--- config.mk ---
export PLATFORM = sky130hd
export DESIGN_NAME = mem_arbiter_ctrl_flat
export DESIGN_NICKNAME = d
export VERILOG_FILES = /design/src/rtl/mem_arbiter_ctrl_if.sv /design/src/rtl/mem_arbiter_ctrl.sv /design/src/flat_wrapper.sv
export SDC_FILE = /design/constraint.sdc
export NUM_CORES = 1
export LEC_CHECK = 0
export ABC_AREA = 1
export BUFFER_PORTS_ARGS = -buffer_cell sky130_fd_sc_hd__buf_2
export CORE_AREA = 2 2 103 105
export CTS_CLUSTER_DIAMETER = 30
export DETAILED_ROUTE_END_ITERATION = 8
export DIE_AREA = 0 0 105 107
export GPL_TIMING_DRIVEN = 0
export PLACE_DENSITY = 0.58
export SLEW_MARGIN = 20
export SYNTH_ARGS = -nofsm -noshare
export SYNTH_HDL_FRONTEND = slang
export SYNTH_SLANG_ARGS = --single-unit
--- constraint.sdc ---
create_clock -name CLK -period 2.9 [get_ports CLK]
set_input_delay 0.725 -clock CLK [delete_from_list [all_inputs] [get_ports CLK]]
set_output_delay 0.725 -clock CLK [all_outputs]
set_load 0.02 [all_outputs]
--- src/rtl/mem_arbiter_ctrl_if.sv ---
// CPU-side and RAM-side signal bundle for the shared memory port arbiter.
// slave is the arbiter's view; master is the CPU/RAM environment's view.
interface mem_arbiter_ctrl_if;
    logic        iREN;
    logic [31:0] iaddr;
    logic        iwait;
    logic [31:0] iload;
    logic        dREN;
    logic        dWEN;
    logic [31:0] daddr;
    logic [31:0] dstore;
    logic        dwait;
    logic [31:0] dload;
    logic        ramREN;
    logic        ramWEN;
    logic [31:0] ramaddr;
    logic [31:0] ramstore;
    logic [31:0] ramload;
    logic [1:0]  ramstate;

    modport slave (
        input  iREN, iaddr, dREN, dWEN, daddr, dstore, ramload, ramstate,
        output iwait, iload, dwait, dload, ramREN, ramWEN, ramaddr, ramstore
    );

    modport master (
        output iREN, iaddr, dREN, dWEN, daddr, dstore, ramload, ramstate,
        input  iwait, iload, dwait, dload, ramREN, ramWEN, ramaddr, ramstore
    );
endinterface

--- src/rtl/mem_arbiter_ctrl.sv ---
// Arbitrates the single RAM port between instruction fetch and data access:
// registered grant with data priority, fetch starvation guard and ERROR retry.
module mem_arbiter_ctrl #(
    parameter int unsigned STARVE_LIMIT = 4,
    parameter int unsigned CNT_W        = 3
) (
    input  logic              CLK,
    input  logic              nRST,
    mem_arbiter_ctrl_if.slave bus
);

    typedef enum logic [1:0] {
        IDLE    = 2'd0,
        GRANT_I = 2'd1,
        GRANT_D = 2'd2
    } state_t;

    localparam logic [1:0]       RAM_ACCESS = 2'd2;
    localparam logic [1:0]       RAM_ERROR  = 2'd3;
    localparam logic [CNT_W-1:0] CNT_MAX    = CNT_W'(STARVE_LIMIT);

    state_t           state;
    state_t           state_nxt;
    state_t           arb;
    logic [CNT_W-1:0] cnt;
    logic [CNT_W-1:0] cnt_nxt;
    logic             dreq;
    logic             serve_i;
    logic             serve_d;
    logic             done_i;
    logic             done_d;

    // Grant is only honoured while the owning request is still asserted.
    always_comb begin
        dreq    = bus.dREN | bus.dWEN;
        serve_i = (state == GRANT_I) && bus.iREN;
        serve_d = (state == GRANT_D) && dreq;
        done_i  = serve_i && (bus.ramstate == RAM_ACCESS);
        done_d  = serve_d && (bus.ramstate == RAM_ACCESS);
    end

    // Counter and arbitration use the post-update count so fetch wins right
    // after the STARVE_LIMIT-th consecutive data completion.
    always_comb begin
        cnt_nxt = cnt;
        if (done_d && bus.iREN) begin
            cnt_nxt = (cnt == CNT_MAX) ? cnt : cnt + CNT_W'(1);
        end else if (done_i || !bus.iREN) begin
            cnt_nxt = '0;
        end

        arb = IDLE;
        if (dreq && !(bus.iREN && (cnt_nxt == CNT_MAX))) begin
            arb = GRANT_D;
        end else if (bus.iREN) begin
            arb = GRANT_I;
        end

        state_nxt = state;
        if ((state == IDLE) || done_i || done_d) begin
            state_nxt = arb;
        end else if (!(serve_i || serve_d) || (bus.ramstate == RAM_ERROR)) begin
            state_nxt = IDLE;
        end
    end

    always_ff @(posedge CLK) begin
        if (!nRST) begin
            state <= IDLE;
            cnt   <= '0;
        end else begin
            state <= state_nxt;
            cnt   <= cnt_nxt;
        end
    end

    // RAM and requester outputs follow the grant and the live request lines.
    always_comb begin
        bus.ramREN   = 1'b0;
        bus.ramWEN   = 1'b0;
        bus.ramaddr  = '0;
        bus.ramstore = '0;
        bus.iwait    = 1'b1;
        bus.iload    = '0;
        bus.dwait    = 1'b1;
        bus.dload    = '0;
        if (serve_i) begin
            bus.ramREN  = 1'b1;
            bus.ramaddr = bus.iaddr;
        end
        if (serve_d) begin
            bus.ramWEN   = bus.dWEN;
            bus.ramREN   = !bus.dWEN;
            bus.ramaddr  = bus.daddr;
            bus.ramstore = bus.dstore;
        end
        if (done_i) begin
            bus.iwait = 1'b0;
            bus.iload = bus.ramload;
        end
        if (done_d) begin
            bus.dwait = 1'b0;
            bus.dload = bus.dWEN ? 32'd0 : bus.ramload;
        end
    end

endmodule

--- src/flat_wrapper.sv ---
// flat-port wrapper written by rule: the top's interface ports become plain ports
module mem_arbiter_ctrl_flat 
#(
    parameter int unsigned STARVE_LIMIT = 4,
    parameter int unsigned CNT_W        = 3
)
  (CLK, nRST, bus_iREN, bus_iaddr, bus_dREN, bus_dWEN, bus_daddr, bus_dstore, bus_ramload, bus_ramstate, bus_iwait, bus_iload, bus_dwait, bus_dload, bus_ramREN, bus_ramWEN, bus_ramaddr, bus_ramstore);
  mem_arbiter_ctrl_if bus_i ();
  input  logic CLK;
  input  logic nRST;
  input wire logic [$bits(bus_i.iREN)-1:0] bus_iREN;
  input wire logic [$bits(bus_i.iaddr)-1:0] bus_iaddr;
  input wire logic [$bits(bus_i.dREN)-1:0] bus_dREN;
  input wire logic [$bits(bus_i.dWEN)-1:0] bus_dWEN;
  input wire logic [$bits(bus_i.daddr)-1:0] bus_daddr;
  input wire logic [$bits(bus_i.dstore)-1:0] bus_dstore;
  input wire logic [$bits(bus_i.ramload)-1:0] bus_ramload;
  input wire logic [$bits(bus_i.ramstate)-1:0] bus_ramstate;
  output wire logic [$bits(bus_i.iwait)-1:0] bus_iwait;
  output wire logic [$bits(bus_i.iload)-1:0] bus_iload;
  output wire logic [$bits(bus_i.dwait)-1:0] bus_dwait;
  output wire logic [$bits(bus_i.dload)-1:0] bus_dload;
  output wire logic [$bits(bus_i.ramREN)-1:0] bus_ramREN;
  output wire logic [$bits(bus_i.ramWEN)-1:0] bus_ramWEN;
  output wire logic [$bits(bus_i.ramaddr)-1:0] bus_ramaddr;
  output wire logic [$bits(bus_i.ramstore)-1:0] bus_ramstore;
  assign bus_i.iREN = bus_iREN;
  assign bus_i.iaddr = bus_iaddr;
  assign bus_i.dREN = bus_dREN;
  assign bus_i.dWEN = bus_dWEN;
  assign bus_i.daddr = bus_daddr;
  assign bus_i.dstore = bus_dstore;
  assign bus_i.ramload = bus_ramload;
  assign bus_i.ramstate = bus_ramstate;
  assign bus_iwait = bus_i.iwait;
  assign bus_iload = bus_i.iload;
  assign bus_dwait = bus_i.dwait;
  assign bus_dload = bus_i.dload;
  assign bus_ramREN = bus_i.ramREN;
  assign bus_ramWEN = bus_i.ramWEN;
  assign bus_ramaddr = bus_i.ramaddr;
  assign bus_ramstore = bus_i.ramstore;
  mem_arbiter_ctrl #(.STARVE_LIMIT(STARVE_LIMIT), .CNT_W(CNT_W)) u_core (.CLK(CLK), .nRST(nRST), .bus(bus_i));
endmodule
==> impl_metrics.toml <==
[placement]
place_area_sq_um = 2920
pre_cts_slack_ns = 0.0322
port_buffers = 266
placedCellCount = 688
dp_hpwl_microns = 7250
gp_congestion = 0.797

[die]
core-area_sq_um = 10100
io_pins = 267
die_y_microns = 107
dieWidth_microns = 105
num_rows = 37
die-area_sq_um = 11200
start_util_pct = 14.1

[setup_path]
cp_cell_sequence = "buf_2 > nand3_1 > inv_2 > nand2_1 > clkbuf_1 > nor2_1 > buf_2"
cp.arrival_ns = 2.01
cp_slowest_cell = "clkbuf_1"
critical-path-max-stage-delay_ns = 0.27
path_max_fanout = 10
ff2ff_path_depth = 12
cp-end-kind = "output port"
start_kind = "input port"
rr_startpoint = "u_core.cnt[0]"
criticalPathCategory = "input port to output port"
rrSetupSlack_ns = 1.40
cpMostUsedCell = "buf_2"
r2r_end = "u_core.state[0]"
worst_ep_required_time_ns = 2.17

[clock_tree]
numClockSinks = 5
clock_latency_ns = 0.23
cts_root_buffer = "clkbuf_8"
hold_buffers = 0
path_clk_slew_ns = 0.03
cts-htree-levels = 1
cts_buffer_depth = 2
numCtsBuffers = 3
cts_tree = "yes"

[drt]
antenna_left = 0
routed_wl_microns = 8330
num_vias = 2678
wire_per_inst_microns = 12.0
post_drt_via_cell_ratio = 3.87
drtIter0Drc = 107
drc = 0
drt-pass1-iter-count = 4

[timing]
timing.fmax_mhz = 366
rsz0062_at_grt = "false"
fin_tns_setup_ns = 0
min_period_ns = 2.73
fin_crit_sh_pct = 94.2
finalHoldViolations = 0
relSlewSlack_pct = 68.5
final_max_slew_viol_count = 0
worst_pin_slew_ns = 0.473
setup_viol = 0
fin_ws_ns = 0.169
skew_ns = 0.00136

[logic_synthesis]
synth_cells = 286
synth_fp_nets = 423
synth-seq-cells = 5
yosysWarningCount = 0
syn_avg_cell_area_sq_um = 4.97
syn-cell-area_sq_um = 1420
ys_seq_area_share_pct = 7.04
synth_cell_types = 20

[min_path]
worstHoldStart = "u_core.state[1]"
holdPathEnd = "u_core.state[1]"
hold_path_class = "flip-flop to flip-flop"
hold_depth = 2

[power]
p_leak_uw = 0.00216
vdd_drop_max_mv = 0.150
power_per_cell_area_nw_per_um2 = 189
finalPower_uw = 561

[job]
drv_cap = 0

[layout]
post_route_cells_drive_above_1_share_pct = 50.9
final_nets = 694
layout_commonest_cell = "buf_2"
fillers = 1217
mostFrequentLayoutCells = "buf_2, inv_1, nor2_1"
antenna_cells = 0
fin_cells = 692
areaGrowthSynthToFinish_pct = 109
fin_area_sq_um = 2970

[grt]
grt_pass1_wl_microns = 11900
grt_overflow_total = 0
grt_pass1_vias = 2370
grt_max_degree = 11
antenna_found_initial = 0
gr-usage-all-layers_pct = 13.1

[run_status]
status = "complete, no violations"
==> how the worst max path moves through the flow <==
stage / from / end / slack, ns / depth (start not counted)
after detailed placement: bus_dWEN / bus_ramaddr[24] / 0.03 / 6
after CTS: bus_dWEN / bus_ramaddr[24] / 0.03 / 6
after floorplan: bus_ramstate[1] / bus_dload[22] / 0.38 / 5
after global routing: bus_dWEN / bus_ramaddr[8] / 0.01 / 6
after global placement: bus_dWEN / bus_ramaddr[24] / 0.04 / 6
final: bus_iREN / bus_iload[15] / 0.17 / 7
==> stage by stage <==
step                hold WS [ns]  util (%)
global placement           0.492      29.0
global route               0.553      29.5
detailed placement         0.490      29.0
floorplan                  0.470         -
finish                     0.493      29.5
CTS                        0.496      29.4
==> layout make-up <==
class,count,area [sq um],area share (%)
sequential,5,100,3.37
buffer,18,73.8,2.48
tap,136,170,5.72
inverter,78,293,9.84
clock buffer,4,45.0,1.51
multi-input combinational,185,961,32.3
timing repair buffer,266,1330,44.8
==> flip-flops by register name, summed over array words and instances (netlist names) <==
register,flops
u_core.cnt,3
u_core.state,2
==> power by group <==
group / switching, uW / internal [uW]
Clock: 37.5 / 94.6
Combinational: 212 / 144
Sequential: 2.11 / 71.1
==> logic make-up after synthesis <==
| kind of cell | count (synthesis) | share of synthesized area (%) |
|---|---|---|
| flip-flops | 5 | 7.04 |
| AND/OR/NAND/NOR | 143 | 43.0 |
| XOR/XNOR | 1 | 0.616 |
| buffers and inverters | 96 | 25.4 |
| AO/OA/AOI/OAI | 39 | 22.2 |
| adder cells (fa/ha/maj) | 2 | 1.76 |
==> worst max-delay path, delay by kind of cell <==
family / cells / cell delay, ns
buffers and inverters: 4 / 0.79
and+or+nand+nor: 3 / 0.49
==> routing by layer <==
metal  track usage (%)  wire [microns]  vias to the layer above
li1                  -               -                     1418
met4              3.43              95                        0
met2              24.0            4160                      124
met1              14.8            3300                     1129
met5                 0               0                        -
met3              3.89             780                        7
==> synth_stat cells <==
| master | instances | share of area (%) |
|---|---|---|
| inv_1 | 75 | 20 |
| nor2_1 | 73 | 19 |
| a22o_1 | 32 | 20 |
| nor3_1 | 32 | 11 |
| nand2_1 | 24 | 6.3 |
| clkbuf_1 | 17 | 4.5 |
| nand3_1 | 7 | 2.5 |
| dfxtp_1 | 5 | 7.0 |
| a21oi_1 | 3 | 1.1 |
| inv_2 | 3 | 0.79 |
| ha_1 | 2 | 1.8 |
| nand2_2 | 2 | 0.88 |
| nor2_2 | 2 | 0.88 |
| o21ai_0 | 2 | 0.70 |
| o21ai_1 | 2 | 0.70 |
| and2_1 | 1 | 0.44 |
| buf_2 | 1 | 0.35 |
| nand3_2 | 1 | 0.70 |
| nor2_4 | 1 | 0.79 |
| xnor2_1 | 1 | 0.62 |
==> what timing repair did <==
action	4_1_cts	5_1_grt
buffers inserted	0	0
resized for setup	0	8
setup endpoints to repair	0	14
Power figures use the tool's default switching activity.
